--- config.mk ---
export PLATFORM = sky130hd
export DESIGN_NAME = mc_main_control
export DESIGN_NICKNAME = d
export VERILOG_FILES = /design/src/rtl/mc_main_control_pkg.sv /design/src/rtl/mc_mem_wait_cnt.sv /design/src/rtl/mc_main_control.sv
export SDC_FILE = /design/constraint.sdc
export NUM_CORES = 1
export LEC_CHECK = 0
export ABC_AREA = 1
export CORE_ASPECT_RATIO = 0.9
export CORE_MARGIN = 3
export CORE_UTILIZATION = 40
export DETAILED_ROUTE_END_ITERATION = 8
export PLACE_DENSITY = 0.76
export SYNTH_ARGS = -nofsm -noshare
export SYNTH_HDL_FRONTEND = slang
export SYNTH_SLANG_ARGS = --single-unit
--- constraint.sdc ---
create_clock -name clk -period 1.5 [get_ports clk]
set_input_delay 0.225 -clock clk [delete_from_list [all_inputs] [get_ports clk]]
set_output_delay 0.225 -clock clk [all_outputs]
set_load 0.02 [all_outputs]
--- src/rtl/mc_main_control_pkg.sv ---
// Shared encodings for the multi-cycle MIPS main control: FSM states, opcodes,
// ALUop codes and datapath mux select codes.
package mc_main_control_pkg;

    typedef enum logic [3:0] {
        ST_FETCH  = 4'd0,
        ST_DECODE = 4'd1,
        ST_MEMADR = 4'd2,
        ST_MEMRD  = 4'd3,
        ST_MEMWB  = 4'd4,
        ST_MEMWR  = 4'd5,
        ST_EXEC   = 4'd6,
        ST_ALUWB  = 4'd7,
        ST_BRANCH = 4'd8,
        ST_JUMP   = 4'd9
    } state_e;

    localparam logic [5:0] OP_RTYPE = 6'b000000;
    localparam logic [5:0] OP_LW    = 6'b100011;
    localparam logic [5:0] OP_SW    = 6'b101011;
    localparam logic [5:0] OP_BEQ   = 6'b000100;
    localparam logic [5:0] OP_J     = 6'b000010;

    localparam logic [1:0] ALUOP_ADDU  = 2'b00;
    localparam logic [1:0] ALUOP_SUB   = 2'b01;
    localparam logic [1:0] ALUOP_FUNCT = 2'b10;

    localparam logic [1:0] SRCB_B      = 2'b00;
    localparam logic [1:0] SRCB_FOUR   = 2'b01;
    localparam logic [1:0] SRCB_IMM    = 2'b10;
    localparam logic [1:0] SRCB_IMMSH  = 2'b11;

    localparam logic [1:0] PCSRC_ALU    = 2'b00;
    localparam logic [1:0] PCSRC_ALUOUT = 2'b01;
    localparam logic [1:0] PCSRC_JUMP   = 2'b10;

    // States that touch memory and are therefore stretched to MEM_LAT cycles.
    function automatic logic is_mem_state(input state_e s);
        return (s == ST_FETCH) || (s == ST_MEMRD) || (s == ST_MEMWR);
    endfunction

endpackage

--- src/rtl/mc_mem_wait_cnt.sv ---
// Memory-state wait counter: counts cycles spent in a memory state and flags
// the final one (count == MEM_LAT-1); clear has priority over enable.
module mc_mem_wait_cnt #(
    parameter int MEM_LAT = 1
) (
    input  logic clk,
    input  logic rst,
    input  logic clr,
    input  logic en,
    output logic last
);

    localparam logic [3:0] LAST_CNT = 4'(MEM_LAT - 1);

    logic [3:0] cnt_q;
    logic [3:0] cnt_d;

    always_comb begin
        cnt_d = cnt_q;
        if (clr) begin
            cnt_d = 4'd0;
        end else if (en) begin
            cnt_d = cnt_q + 4'd1;
        end
    end

    always_ff @(posedge clk) begin
        if (rst) begin
            cnt_q <= 4'd0;
        end else begin
            cnt_q <= cnt_d;
        end
    end

    assign last = (cnt_q == LAST_CNT);

endmodule

--- src/rtl/mc_main_control.sv ---
// Main control FSM of the multi-cycle MIPS datapath: Moore-decoded enables and
// mux selects per state; memory states are held MEM_LAT cycles.
module mc_main_control
    import mc_main_control_pkg::*;
#(
    parameter int MEM_LAT = 1
) (
    input  logic       clk,
    input  logic       rst,
    input  logic [5:0] Op,
    output logic       PCWrite,
    output logic       PCWriteCond,
    output logic       IorD,
    output logic       MemRead,
    output logic       MemWrite,
    output logic       MemtoReg,
    output logic       IRWrite,
    output logic [1:0] PCSource,
    output logic [1:0] ALUop,
    output logic       ALUSrcA,
    output logic [1:0] ALUSrcB,
    output logic       RegWrite,
    output logic       RegDst,
    output logic       IllegalOp,
    output logic [3:0] State
);

    state_e state_q;
    state_e state_d;
    logic   in_mem;
    logic   wait_last;
    logic   illegal_d;

    assign in_mem = is_mem_state(state_q);

    // Clearing on the last cycle (or outside memory states) guarantees every
    // memory state is entered with a zero count.
    mc_mem_wait_cnt #(
        .MEM_LAT(MEM_LAT)
    ) u_wait_cnt (
        .clk (clk),
        .rst (rst),
        .clr (!in_mem || wait_last),
        .en  (in_mem),
        .last(wait_last)
    );

    always_comb begin
        state_d   = ST_FETCH;
        illegal_d = 1'b0;
        case (state_q)
            ST_FETCH:  state_d = wait_last ? ST_DECODE : ST_FETCH;
            ST_DECODE: begin
                case (Op)
                    OP_RTYPE:     state_d = ST_EXEC;
                    OP_LW, OP_SW: state_d = ST_MEMADR;
                    OP_BEQ:       state_d = ST_BRANCH;
                    OP_J:         state_d = ST_JUMP;
                    default: begin
                        state_d   = ST_FETCH;
                        illegal_d = 1'b1;
                    end
                endcase
            end
            ST_MEMADR: state_d = (Op == OP_SW) ? ST_MEMWR : ST_MEMRD;
            ST_MEMRD:  state_d = wait_last ? ST_MEMWB : ST_MEMRD;
            ST_MEMWR:  state_d = wait_last ? ST_FETCH : ST_MEMWR;
            ST_EXEC:   state_d = ST_ALUWB;
            default:   state_d = ST_FETCH;
        endcase
    end

    always_ff @(posedge clk) begin
        if (rst) begin
            state_q <= ST_FETCH;
        end else begin
            state_q <= state_d;
        end
    end

    always_comb begin
        PCWrite     = 1'b0;
        PCWriteCond = 1'b0;
        IorD        = 1'b0;
        MemRead     = 1'b0;
        MemWrite    = 1'b0;
        MemtoReg    = 1'b0;
        IRWrite     = 1'b0;
        PCSource    = PCSRC_ALU;
        ALUop       = ALUOP_ADDU;
        ALUSrcA     = 1'b0;
        ALUSrcB     = SRCB_B;
        RegWrite    = 1'b0;
        RegDst      = 1'b0;
        IllegalOp   = 1'b0;
        case (state_q)
            ST_FETCH: begin
                MemRead = 1'b1;
                ALUSrcB = SRCB_FOUR;
                IRWrite = wait_last;
                PCWrite = wait_last;
            end
            ST_DECODE: begin
                ALUSrcB   = SRCB_IMMSH;
                IllegalOp = illegal_d;
            end
            ST_MEMADR: begin
                ALUSrcA = 1'b1;
                ALUSrcB = SRCB_IMM;
            end
            ST_MEMRD: begin
                MemRead = 1'b1;
                IorD    = 1'b1;
            end
            ST_MEMWB: begin
                RegWrite = 1'b1;
                MemtoReg = 1'b1;
            end
            ST_MEMWR: begin
                MemWrite = 1'b1;
                IorD     = 1'b1;
            end
            ST_EXEC: begin
                ALUSrcA = 1'b1;
                ALUop   = ALUOP_FUNCT;
            end
            ST_ALUWB: begin
                RegWrite = 1'b1;
                RegDst   = 1'b1;
            end
            ST_BRANCH: begin
                ALUSrcA     = 1'b1;
                ALUop       = ALUOP_SUB;
                PCWriteCond = 1'b1;
                PCSource    = PCSRC_ALUOUT;
            end
            ST_JUMP: begin
                PCWrite  = 1'b1;
                PCSource = PCSRC_JUMP;
            end
            default: ;
        endcase
        // Reset must suppress every architectural write in the cycle it is seen.
        if (rst) begin
            PCWrite     = 1'b0;
            PCWriteCond = 1'b0;
            MemRead     = 1'b0;
            MemWrite    = 1'b0;
            IRWrite     = 1'b0;
            RegWrite    = 1'b0;
            IllegalOp   = 1'b0;
        end
    end

    assign State = state_q;

endmodule
Word level (Yosys, flattened, before mapping)

Index checks and enable logic that the tools add are counted.

RAM bits: 0
Output and inout port bits: 21
Register bits: 8
Input bits: 8
Memories: 0
Word-level logic and storage cells: 58
Bits in read-only memories: 0
Latch bits: 0

Reduce and logical (&&, ||, !) cells: 14
Shifts and indexed selects: 0
Magnitude comparators: 0
Add/subtract/negate cells: 1
Div/mod/pow operators: 0
Bitwise logic cells: 0
$mul: 0
Equal/unequal tests: 13
Muxes and demuxes: 28

Operators with widths:

| operator                                                              | count |
|---|---|
| 4-bit one-hot mux with 6 select lines                                 | 1 |
| 1-bit two-way mux                                                     | 19 |
| 4-bit by 3-bit equality test with 1-bit output, second input constant | 4 |
| 4-bit one-hot mux with 4 select lines                                 | 1 |
| 6-bit equality test, second input constant                            | 2 |
| 2-bit OR reduction                                                    | 5 |
| 3-bit two-way mux                                                     | 3 |
| 4-bit by 2-bit equality test with 1-bit output, second input constant | 2 |
| 4-bit equality test, second input constant                            | 2 |
| 4-bit zero test                                                       | 2 |
| 2-bit one-hot mux with 2 select lines                                 | 2 |
| 6-bit by 2-bit equality test with 1-bit output, second input constant | 1 |
| 6-bit by 3-bit equality test with 1-bit output, second input constant | 1 |
| 6-bit zero test                                                       | 1 |
| 2-bit one-hot mux with 3 select lines                                 | 1 |
| 5-bit OR reduction                                                    | 1 |
| 4-bit by 1-bit adder with 4-bit output, second input constant         | 1 |
| 4-bit by 1-bit equality test with 1-bit output, second input constant | 1 |
| 1-bit logical OR                                                      | 3 |
| 3-bit OR reduction                                                    | 1 |
| 1-bit one-hot mux with 2 select lines                                 | 1 |
| 1-bit zero test                                                       | 1 |

Logic depth before layout (Yosys ltp)

Gate-level depths: netlist of the first run.

Depth in word-level cells: 6
Gate-level depth with buffers: 9
Depth with buffers taken out: 9

Modules after synthesis

From an unflattened synthesis of the first run, not the netlist that was laid out.

Cell total of the unflattened synthesis: 117
Area total of the unflattened synthesis: 683.2 µm²

By module, submodules not included:

| module          | instances | cells an instance | area each (µm²) | seq. area each (µm²) |
|---|---|---|---|---|
| mc_main_control | 1         | 91                | 489.2           | 80.1 |
| mc_mem_wait_cnt | 1         | 26                | 193.9           | 80.1 |

Least setup slack after synthesis of the first run

Ideal clock, no wire load.

Path type: register to output
Start: reg state_q[3], in the netlist State[3]
End: out PCWrite
Cell stages (with the launch flop): 5
Buffers on the path: 0
Data required time: 1.275 ns
Slack: -0.496 ns
Data arrival time: 1.771 ns
Path through: dfxtp_1 inv_2 nor4_1 nor2_1 nor2_1

Word-level cells in the longest chain between the ends: 3
Elaborated cells between the ends (all ways): 4
Classes of those cells: eq/ne: 1; mux: 2; reduce/logical: 1

RTL lines:

| element                                                | RTL line               | text |
|---|---|---|
| from (decl)                                            | mc_main_control.sv:28  | `state_e state_q;` |
| from (signal assigned)                                 | mc_main_control.sv:77  | `state_q <= state_d;` |
| 4-bit equality test or 4-bit zero test (tied branches) | mc_main_control.sv:96  | `case (state_q)` |
| 1-bit one-hot mux with 2 select lines *                | mc_main_control.sv:96  |  |
| 1-bit two-way mux *                                    | mc_main_control.sv:144 | `if (rst) begin` |
| to (decl)                                              | mc_main_control.sv:11  | `output logic PCWrite,` |

Every way passes the cells marked *; elsewhere a longest branch is shown, timed or not.

Worst setup path after layout of the first run

Start: reg state_q[0], in the netlist State[0]
End: out IllegalOp

Word-level cells in the longest chain between the ends: 3

RTL lines:

| element                                        | RTL line                                     | text |
|---|---|---|
| 4-bit by 1-bit equality test with 1-bit output | mc_main_control.sv:51, mc_main_control.sv:96 |  |
| 1-bit two-way mux                              | mc_main_control.sv:96                        |  |
| 1-bit two-way mux                              | mc_main_control.sv:144                       |  |
| to (decl)                                      | mc_main_control.sv:24                        | `output logic IllegalOp,` |

No other way between the ends.

==> results of run 1 <==
worst max-delay path: cells and delay by family (launching register included):
family | cells | cell delay, ns
buf+inv | 3 | 0.31
flops | 1 | 0.38
simple gates | 4 | 0.46
sequential cells by signal (all words and copies together), names as in the netlist:
register          cells
State                 4
u_wait_cnt.cnt_q      4
final cells by class:
class                           instances  share of cell area
Multi-Input combinational cell         81               0.400
Timing Repair Buffer                   62               0.375
Sequential cell                         8               0.131
Inverter                               18              0.0551
Tap cell                               22              0.0209
Clock buffer                            3              0.0171
metal layers:
layer | track usage | vias up
li1 | - | 468
met3 | 0.0640 | 16
met2 | 0.501 | 80
met4 | 0.114 | 0
met1 | 0.208 | 490
met5 | 0 | -
cells by family after synthesis:
family | count (synthesis) | synth area share
AOI/OAI and AO/OA | 6 | 0.0459
xor gates and xnor gates | 2 | 0.0268
adders and majority gates | 2 | 0.0382
buffers and inverters | 19 | 0.115
DFF | 8 | 0.245
and+or+nand+nor | 71 | 0.530
power breakdown:
group	internal (W)	total (W)	leakage [nW]	switching, W
Sequential	0.000212	0.000219	0.0674	0.00000632
Clock	0.0000926	0.000180	0.0138	0.0000876
Combinational	0.0000847	0.000194	0.602	0.000109
Total	0.000389	0.000592	0.683	0.000203
per-stage QoR:
step	setup slack [ns]	hold slack [ns]
after detailed placement	-0.503	0.520
after global routing	-0.172	0.591
after CTS	-0.0715	0.530
after floorplan	-0.0482	0.294
final	-0.137	0.552
after global placement	-0.453	0.508
cells in the final DEF (no fill, tap or decap), types with 6 or more instances in the layout:
cell           count
buf_4             39
nor2_1            20
nand2_1           13
inv_2             10
dlygate4sd2_1     10
nor2_2             7
nand3_1            7
buf_6              7
nand2_2            6
inv_1              6
worst max-delay path by stage:
stage          slack [ns]  startpoint        end
2_1_floorplan       -0.05    State[3]    PCWrite
3_3_place_gp        -0.45       Op[1]  IllegalOp
3_5_place_dp        -0.50       Op[3]  IllegalOp
4_1_cts             -0.07    State[3]    PCWrite
5_1_grt             -0.17    State[0]  IllegalOp
6_report            -0.14    State[0]  IllegalOp
what timing repair did:
action                     4_1_cts  5_1_grt
pin swaps                        1        4
setup endpoints to repair       21       14
setup buffers                    0        1
resized for setup               94       40
==> metrics.md, run 1 <==
| Metric | Value |
|---|---|
| Cell Chain, Critical Path | inv_2 -> nor2_2 -> nand2_1 -> inv_2 -> nand2_2 -> nor3_2 -> buf_4 |
| Slew headroom | 0.835 |
| Max-slew violation total from the final report | 0 |
| Critical Setup Path Class | flop to output pin |
| Syn Inst Count | 108 |
| Peak VDD IR | 0.442 mV |
| Clock-pin slew on the worst setup and hold paths | 0.06 ns |
| Placed instance count | 190 |
| Met1 Wirelength | 1150 um |
| WL met2 | 1560 um |
| Chip height | 44.4 um |
| Reg2reg start | State[2] |
| FF-to-FF path depth | 9 |
| Register-to-register setup slack | 0.03 ns |
| DR top layer | met4 |
| Deepest clock path buffer count | 2 |
| Routed wl met3 | 285 um |
| Global placer's final weighted congestion | 0.825 |
| Post-DP HPWL | 1830 um |
| Hold crit path type | input port to flop |
| Diode count | 0 |
| Hold Startpoint | Op[5] |
| Slowest stage delay, CP | 0.38 ns |
| Vias in the first global route | 1013 |
| Seq. cell area | 173 sq um |
| Part of the Yosys area used for sequential elements | 0.245 |
| Core Rows | 13 |
| Vias per std cell | 5.43 |
| Worst hold path endpoint | State[2] |
| IO Port Bufs | 28 |
| Crit path launch type | flop |
| Final Cell Area | 1320 sq um |
| Clock Skews | 0.00617 ns |
| Largest net degree at the start of global routing | 7 |
| Worst-path fanout max | 3 |
| Total die area | 2160 sq um |
| Cell mode on critical path | inv_2 |
| Yosys Warn Count | 0 |
| Drt initial violations | 43 |
| Clock sinks | 8 |
| Antenna Violating Nets Remaining | 0 |
| Synth area leaders | dfxtp_1, nor2_1, nand2_1 |
| Most instantiated cells after synthesis | nor2_1, nand2_1, inv_1 |
| Final worst slack | -0.137 ns |
| # fillers | 80 |
| Clock root buffer | clkbuf_4 |
| Period utilisation layout | 1.09 |
| Cell Count, Final, Fillers Out | 194 |
| Initial core utilization | 0.437 |
| Setup TNS | -0.317 ns |
| Fmax | 611 MHz |
| Vias | 1054 |
| # hold bufs at CTS | 0 |
| CTS tree | built |
| Status | finished with violations |
| DRC viols | 0 |
| Arrival @ worst endpoint | 1.41 ns |
| First-pass GRT wire length | 3930 um |
| Die W | 48.6 um |
| Syn avg cell area | 6.06 sq um |
| Library cells used by synthesis | 24 |
| Mapped Area | 654 sq um |
| Count leader, synth | nor2_1 |
| Total power | 0.000592 W |
| WL/cell | 16.0 um |
| EDFF count, synth | 0 |
| Layout cell share with drive strength beyond 1 | 0.581 |
| Hold Fails Final Rpt | 0 |
| RSZ-0062 raised after global routing | true |
| Multi-input gate area | 527 sq um |
| H-tree lvl count | 1 |
| Commonest register cell after synthesis | dfxtp_1 |
| Critical path data required time | 1.27 ns |
| Final core occ | 0.880 |
| Tot GR Track Use | 0.237 |
| Failing checks | setup timing |
| Number of setup violations in the final report | 5 |
| Net count after synthesis | 118 |
| Clock Latency Late Sink | 0.27 ns |
| Cell taking the most area after synthesis | dfxtp_1 |
| Nets | 184 |
| Synthesized flop and latch total | 8 |
| Synth async-reset ratio | 0 |
| Area growth, synth to finish | 101% |
| Post-Place Cell Area | 1230 sq um |
| Total CTS buffers | 3 |
| Crit-path slowest cell | dfxtp_4 |
| Static Leak | 0.683 nW |
| Fin crit period | 1.64 ns |
| PwrDens | 450 nW/um^2 |
| CORE AREA | 1500 sq um |
| Top cell type's share of synthesized area | 0.245 |
| Congestion Overflow GR | 0 |
| Reg2reg end | State[0] |
| Post-Route WL | 3100 um |
| Top Ports | 29 |
| Max-Cap Viols | 0 |
| Hold Crit Depth | 5 |
| Drt pass-1 iters | 4 |
| CP Capture Type | output pin |
| Initial antenna violation count | 0 |
| Least-Margin Pin Slew | 0.245 ns |
No activity file was read; power rests on OpenSTA's default activity.
==> run 2, diff against run 1 <==
--- a/config.mk
+++ b/config.mk
@@ -6,11 +6,12 @@
 export NUM_CORES = 1
 export LEC_CHECK = 0
 export ABC_AREA = 1
+export CAP_MARGIN = 20
 export CORE_ASPECT_RATIO = 0.9
 export CORE_MARGIN = 3
-export CORE_UTILIZATION = 40
+export CORE_UTILIZATION = 43
 export DETAILED_ROUTE_END_ITERATION = 8
-export PLACE_DENSITY = 0.76
+export PLACE_DENSITY = 0.81
 export SYNTH_ARGS = -nofsm -noshare
 export SYNTH_HDL_FRONTEND = slang
 export SYNTH_SLANG_ARGS = --single-unit
==> constraint.sdc (replaced) <==
create_clock -name clk -period 2.05 [get_ports clk]
set_input_delay 0.3075 -clock clk [delete_from_list [all_inputs] [get_ports clk]]
set_output_delay 0.3075 -clock clk [all_outputs]
set_load 0.02 [all_outputs]
==> run 2 against run 1 <==
The flow now finishes without violations. Critical path depth down 2. Non-clock buffer count fell by 25. Cell count is 17% lower. Sequential cell count unchanged. Clock power is 31% lower. Global-route usage down 3.7 points. Hold slack worse by 0.064 ns. Die area shrank 6.1%. Via count decreased by 25%. Clock skew fell by 0.0037 ns. First-iteration DRC count down 49%. Critical endpoint is now RegDst.
==> metrics.md, run 2 (synthesis gave the netlist of run 1 again) <==
| Metric | Value |
|---|---|
| Congestion Overflow GR | 0 (unchanged) |
| Clock Skews | 0.00251 ns (-0.00366 ns) |
| PwrDens | 370 nW/um^2 (-18%) |
| Chip height | 43.0 um (-3.1%) |
| Total CTS buffers | 3 (unchanged) |
| Vias per std cell | 4.90 (-9.8%) |
| Vias in the first global route | 711 (-30%) |
| Layout cell share with drive strength beyond 1 | 0.224 (-0.357) |
| Nets | 159 (-14%) |
| Drt pass-1 iters | 4 (unchanged) |
| Vias | 789 (-25%) |
| Core Rows | 12 (-1) |
| Reg2reg end | State[2] |
| Clock-pin slew on the worst setup and hold paths | 0.06 ns (about the same) |
| Static Leak | 0.595 nW (-13%) |
| IO Port Bufs | 28 (unchanged) |
| Area growth, synth to finish | 59.7% |
| Die W | 47.1 um (-3.1%) |
| Max-slew violation total from the final report | 0 (unchanged) |
| Arrival @ worst endpoint | 1.66 ns (+0.25 ns) |
| Hold crit path type | flop to flop |
| Number of setup violations in the final report | 0 (-5) |
| Clock sinks | 8 (unchanged) |
| Global placer's final weighted congestion | 0.805 (-2.5%) |
| H-tree lvl count | 1 (unchanged) |
| Initial core utilization | 0.495 (+0.0580) |
| Least-Margin Pin Slew | 0.248 ns (+0.00280 ns) |
| Post-DP HPWL | 1510 um (-18%) |
| Clock Latency Late Sink | 0.26 ns (about the same) |
| Worst-path fanout max | 4 (+1) |
| Period utilisation layout | 0.957 |
| DRC viols | 0 (unchanged) |
| Drt initial violations | 22 (-49%) |
| Max-Cap Viols | 0 (unchanged) |
| Total power | 0.000387 W (-35%) |
| Hold Startpoint | u_wait_cnt.cnt_q[0] |
| Status | finished clean |
| Slew headroom | 0.833 (-0.00201) |
| CORE AREA | 1320 sq um (-12%) |
| Setup TNS | 0 ns (+0.317 ns) |
| Hold Fails Final Rpt | 0 (unchanged) |
| FF-to-FF path depth | 7 (-2) |
| Fmax | 510 MHz |
| Top Ports | 29 (unchanged) |
| Tot GR Track Use | 0.200 (-0.0368) |
| Most frequent cells in the layout | nor2_1, nand2_1, clkdlybuf4s50_1, inv_1, buf_4 |
| Clock root buffer | clkbuf_4 |
| Peak VDD IR | 0.311 mV (-30%) |
| CTS tree | built |
| Total die area | 2030 sq um (-6.1%) |
| Register-to-register setup slack | 0.71 ns (+0.68 ns) |
| WL/cell | 10.9 um (-32%) |
| # fillers | 106 (+33%) |
| Final core occ | 0.791 (-0.0889) |
| Setup bufs post-CTS | 0 (unchanged) |
| Diode count | 0 (unchanged) |
| Reg2reg start | u_wait_cnt.cnt_q[0] |
| Hold slack | 0.488 ns (-0.0643 ns) |
| Critical path data required time | 1.74 ns (+0.47 ns) |
| Largest net degree at the start of global routing | 8 (+1) |
| Commonest non-fill, non-tap cell in the layout | nor2_1 |
| Cell Count, Final, Fillers Out | 161 (-17%) |
| RSZ-0062 raised after global routing | false |
| CP Capture Type | output pin |
| Deepest clock path buffer count | 2 (unchanged) |
| # hold bufs at CTS | 0 (unchanged) |
| Fin crit period | 1.96 ns |
| Initial antenna violation count | 0 (unchanged) |
| Worst hold path endpoint | u_wait_cnt.cnt_q[0] |
| Hold Crit Depth | 1 (-4) |
| First-pass GRT wire length | 2930 um (-25%) |
| CP startpoint | State[2] |
| Post-Route WL | 1750 um (-44%) |
| Critical Setup Path Class | flop to output pin |
| Antenna Violating Nets Remaining | 0 (unchanged) |
| Crit path launch type | flop |
| Placed instance count | 158 (-17%) |
==> run 2: cell types whose count changed in the layout (fill, tap and decap cells not counted), moves of 5 or more <==
cell and change:
dlymetal6s2s_1 +5, buf_6 -7, clkdlybuf4s50_1 +15, nand2_1 +6, nor2_2 -5, nor2_1 +7, buf_4 -30, inv_1 +5
==> run 2: timing repair <==
| item | 4_1_cts | 5_1_grt |
|---|---|---|
| gates resized for setup | 8 | 8 |
| setup endpoints to repair | 9 | 6 |
| endpoints found under the hold margin | 0 | 0 |
==> run 2: through the flow <==
stage          worst slack, ns  cell area [sq um]
2_1_floorplan            0.229                661
3_3_place_gp           -0.0730               1020
3_5_place_dp            -0.118               1020
4_1_cts                 0.0202               1030
5_1_grt                0.00807               1040
6_report                0.0875               1040
==> run 2: how the worst max path moves through the flow <==
| stage | slack, ns | endpoint |
|---|---|---|
| 6_report | 0.09 | RegDst |
| 5_1_grt | 0.008 | ALUSrcB[1] |
| 4_1_cts | 0.02 | MemWrite |
| 3_5_place_dp | -0.12 | IllegalOp |
| 3_3_place_gp | -0.07 | IllegalOp |
| 2_1_floorplan | 0.23 | PCWrite |
==> run 2: metal layers <==
metal  wire length (um)  GRT usage
met1                777      0.229
met2                843      0.339
met3                106     0.0424
met4                 24     0.0939
met5                  0          0
==> run 2: layout make-up <==
class / count / area [sq um] / share of cell area
multi-input combinational: 81 / 428 / 0.410
timing repair buffer: 37 / 348 / 0.333
inverter: 18 / 67.6 / 0.0647
clock buffer: 3 / 22.5 / 0.0216
tap: 14 / 17.5 / 0.0168
sequential: 8 / 161 / 0.154
==> run 2: power by group <==
part | leakage [nW] | internal (W) | total, W | switching [W]
clock network | 0.0138 | 0.0000672 | 0.000124 | 0.0000570
logic | 0.516 | 0.0000455 | 0.000102 | 0.0000561
registers | 0.0653 | 0.000158 | 0.000161 | 0.00000304
total | 0.595 | 0.000270 | 0.000387 | 0.000116
==> run 2: worst max-delay path, cell delays in order, from the launching register on <==
cell,delay [ns]
dfxtp_1,0.42
inv_2,0.09
nor2_4,0.13
inv_2,0.08
nor2_1,0.08
clkdlybuf4s50_1,0.60
==> run 3, diff against run 2 <==
--- a/config.mk
+++ b/config.mk
@@ -6,12 +6,12 @@
 export NUM_CORES = 1
 export LEC_CHECK = 0
 export ABC_AREA = 1
-export CAP_MARGIN = 20
+export CAP_MARGIN = 10
 export CORE_ASPECT_RATIO = 0.9
 export CORE_MARGIN = 3
-export CORE_UTILIZATION = 43
+export CORE_UTILIZATION = 40
 export DETAILED_ROUTE_END_ITERATION = 8
-export PLACE_DENSITY = 0.81
+export PLACE_DENSITY = 0.76
 export SYNTH_ARGS = -nofsm -noshare
 export SYNTH_HDL_FRONTEND = slang
 export SYNTH_SLANG_ARGS = --single-unit
==> run 3 against run 2 <==
Hold slack improved by 0.0050 ns. Register-to-register slack barely moved. Utilization fell by 7.8 points. Worst setup slack improved by 0.014 ns. Clock power barely moved. Critical endpoint unchanged. Largest cell class unchanged. Largest power group unchanged.
==> metrics.md, run 3 (synthesis gave the netlist of run 1 again) <==
| Metric | Value |
|---|---|
| Area growth, synth to finish | 63.1% |
| Initial antenna violation count | 0 (unchanged) |
| Hold crit path type | flop to flop |
| First-pass GRT wire length | 3040 um (+3.8%) |
| # hold bufs at CTS | 0 (unchanged) |
| Multi-input gate area | 428 sq um (unchanged) |
| Max-slew violation total from the final report | 0 (unchanged) |
| Top Ports | 29 (unchanged) |
| WL met2 | 962 um (+14%) |
| Static Leak | 0.610 nW (+2.6%) |
| Commonest non-fill, non-tap cell in the layout | nor2_1 |
| Sw Ratio | 0.303 (+0.00209) |
| Clock Latency Late Sink | 0.26 ns (about the same) |
| PwrDens | 366 nW/um^2 (-1.2%) |
| Seq. cell area | 161 sq um (unchanged) |
| Global placer's final weighted congestion | 0.862 (+7.1%) |
| Clk pwr share | 0.321 (about the same) |
| CP startpoint | State[2] |
| Peak VDD IR | 0.291 mV (-6.4%) |
| Sw power | 0.000118 W (+1.7%) |
| Slew headroom | 0.819 (-0.0142) |
| Reg power frac | 0.412 (-0.004) |
| Nets | 160 (+0.63%) |
| Layout cell share with drive strength beyond 1 | 0.230 (+0.00524) |
| Routed wl met3 | 128 um (+21%) |
| Least-Margin Pin Slew | 0.271 ns (+0.0228 ns) |
| Initial core utilization | 0.437 (-0.0580) |
| Antenna Violating Nets Remaining | 0 (unchanged) |
| Power share of the combinational group | 0.267 (+0.004) |
| Drt pass-1 iters | 6 (+2) |
| Cell internal pwr | 0.000272 W (+0.65%) |
| Critical Setup Path Class | flop to output pin |
| Clock-pin slew on the worst setup and hold paths | 0.06 ns (about the same) |
| IO Port Bufs | 28 (unchanged) |
| Cell Count, Final, Fillers Out | 170 (+5.6%) |
| Post-DP HPWL | 1590 um (+5.8%) |
| Total CTS buffers | 3 (unchanged) |
| Core Rows | 13 (+1) |
| Die W | 48.6 um (+3.2%) |
| CP Capture Type | output pin |
| Met1 Wirelength | 739 um (-4.9%) |
| CORE AREA | 1500 sq um (+13%) |
| Hold Fails Final Rpt | 0 (unchanged) |
| Vias in the first global route | 786 (+11%) |
| Critical path data required time | 1.74 ns (about the same) |
| FF-to-FF path depth | 7 (unchanged) |
| Clock Skews | 0.00103 ns (-0.00147 ns) |
| DR top layer | met4 |
| Vias per std cell | 4.78 (-2.5%) |
| Fin crit period | 1.95 ns (-0.0138 ns) |
| Max-Cap Viols | 0 (unchanged) |
| Post-Route WL | 1850 um (+5.4%) |
| WL/cell | 10.9 um (-0.21%) |
| Setup TNS | 0 ns (unchanged) |
| Number of setup violations in the final report | 0 (unchanged) |
| Vias | 812 (+2.9%) |
| Status | finished clean |
| Clock root buffer | clkbuf_4 |
| Fmax | 513 MHz (+0.71%) |
| Final core occ | 0.713 (-0.0775) |
| Placed instance count | 167 (+5.7%) |
| Crit path launch type | flop |
| Worst setup endpoint | RegDst |
| Tot GR Track Use | 0.178 (-0.0221) |
| Period utilisation layout | 0.951 (-0.00671) |
| H-tree lvl count | 1 (unchanged) |
| DRC viols | 0 (unchanged) |
| # fillers | 142 (+34%) |
| Chip height | 44.4 um (+3.2%) |
| Total die area | 2160 sq um (+6.5%) |
| Arrival @ worst endpoint | 1.64 ns (-0.02 ns) |
| Most frequent cells in the layout | nor2_1, nand2_1, clkdlybuf4s50_1, inv_1, buf_4 |
| Congestion Overflow GR | 0 (unchanged) |
| Register-to-register setup slack | 0.72 ns (about the same) |
| Clock sinks | 8 (unchanged) |
| Setup bufs post-CTS | 0 (unchanged) |
| Drt initial violations | 25 (+14%) |
| Reg2reg start | u_wait_cnt.cnt_q[0] |
| Diode count | 0 (unchanged) |
| Deepest clock path buffer count | 2 (unchanged) |
| Largest net degree at the start of global routing | 8 (unchanged) |
| Reg2reg end | State[2] |
| Worst-path fanout max | 4 (unchanged) |
| CTS tree | built |
run 3: cell count changes in the layout (fill, tap and decap cells not counted):
cell / change
clkdlybuf4s15_1: +1
dlygate4sd2_1: -2
buf_4: +1
dlymetal6s2s_1: +1
run 3: per-stage QoR:
stage	area (sq um)	hold WS, ns	setup slack, ns	total power, W
after floorplan	661	0.377	0.229	0.000215
after global placement	1040	0.455	-0.0728	0.000269
after detailed placement	1040	0.469	-0.154	0.000273
after CTS	1050	0.481	0.0190	0.000391
after global routing	1070	0.509	-0.000315	0.000408
final	1070	0.493	0.101	0.000390
run 3: worst min path at each step:
stage / startpoint / to / slack, ns / depth (start not counted)
2_1_floorplan: rst / State[0] / 0.38 / 1
3_3_place_gp: u_wait_cnt.cnt_q[0] / u_wait_cnt.cnt_q[0] / 0.45 / 1
3_5_place_dp: u_wait_cnt.cnt_q[0] / u_wait_cnt.cnt_q[0] / 0.47 / 1
4_1_cts: u_wait_cnt.cnt_q[0] / u_wait_cnt.cnt_q[0] / 0.48 / 1
5_1_grt: u_wait_cnt.cnt_q[0] / u_wait_cnt.cnt_q[0] / 0.51 / 1
6_report: u_wait_cnt.cnt_q[0] / u_wait_cnt.cnt_q[0] / 0.49 / 1
run 3: repair_timing:
item	CTS	global route
gates cloned	0	0
pin swaps	0	0
endpoints found under the setup margin	11	8
resized for setup	7	10
run 3: power by group through the flow:
| stage | registers [W] | clock network [W] | logic, W |
|---|---|---|---|
| final | 0.000161 | 0.000125 | 0.000104 |
| after detailed placement | 0.000164 | 0 | 0.000108 |
| after CTS | 0.000161 | 0.000126 | 0.000104 |
| after floorplan | 0.000167 | 0 | 0.0000481 |
| after global routing | 0.000161 | 0.000134 | 0.000112 |
| after global placement | 0.000164 | 0 | 0.000105 |
run 3: area by class of cell:
cell class / count / share of cell area
multi-input combinational: 81 / 0.401
sequential: 8 / 0.151
timing repair buffer: 38 / 0.338
tap: 22 / 0.0258
clock buffer: 3 / 0.0211
inverter: 18 / 0.0633
run 3: per-layer routing:
| metal | global-route usage | up-vias |
|---|---|---|
| li1 | - | 419 |
| met1 | 0.185 | 344 |
| met2 | 0.363 | 46 |
| met3 | 0.0269 | 3 |
| met4 | 0.0682 | 0 |
| met5 | 0 | - |
run 3: worst max-delay path, stage by stage, from the launching register on:
cell and delay, ns:
dfxtp_1 0.41, inv_2 0.09, nor2_4 0.11, inv_2 0.07, nor2_1 0.09, clkdlybuf4s50_1 0.61
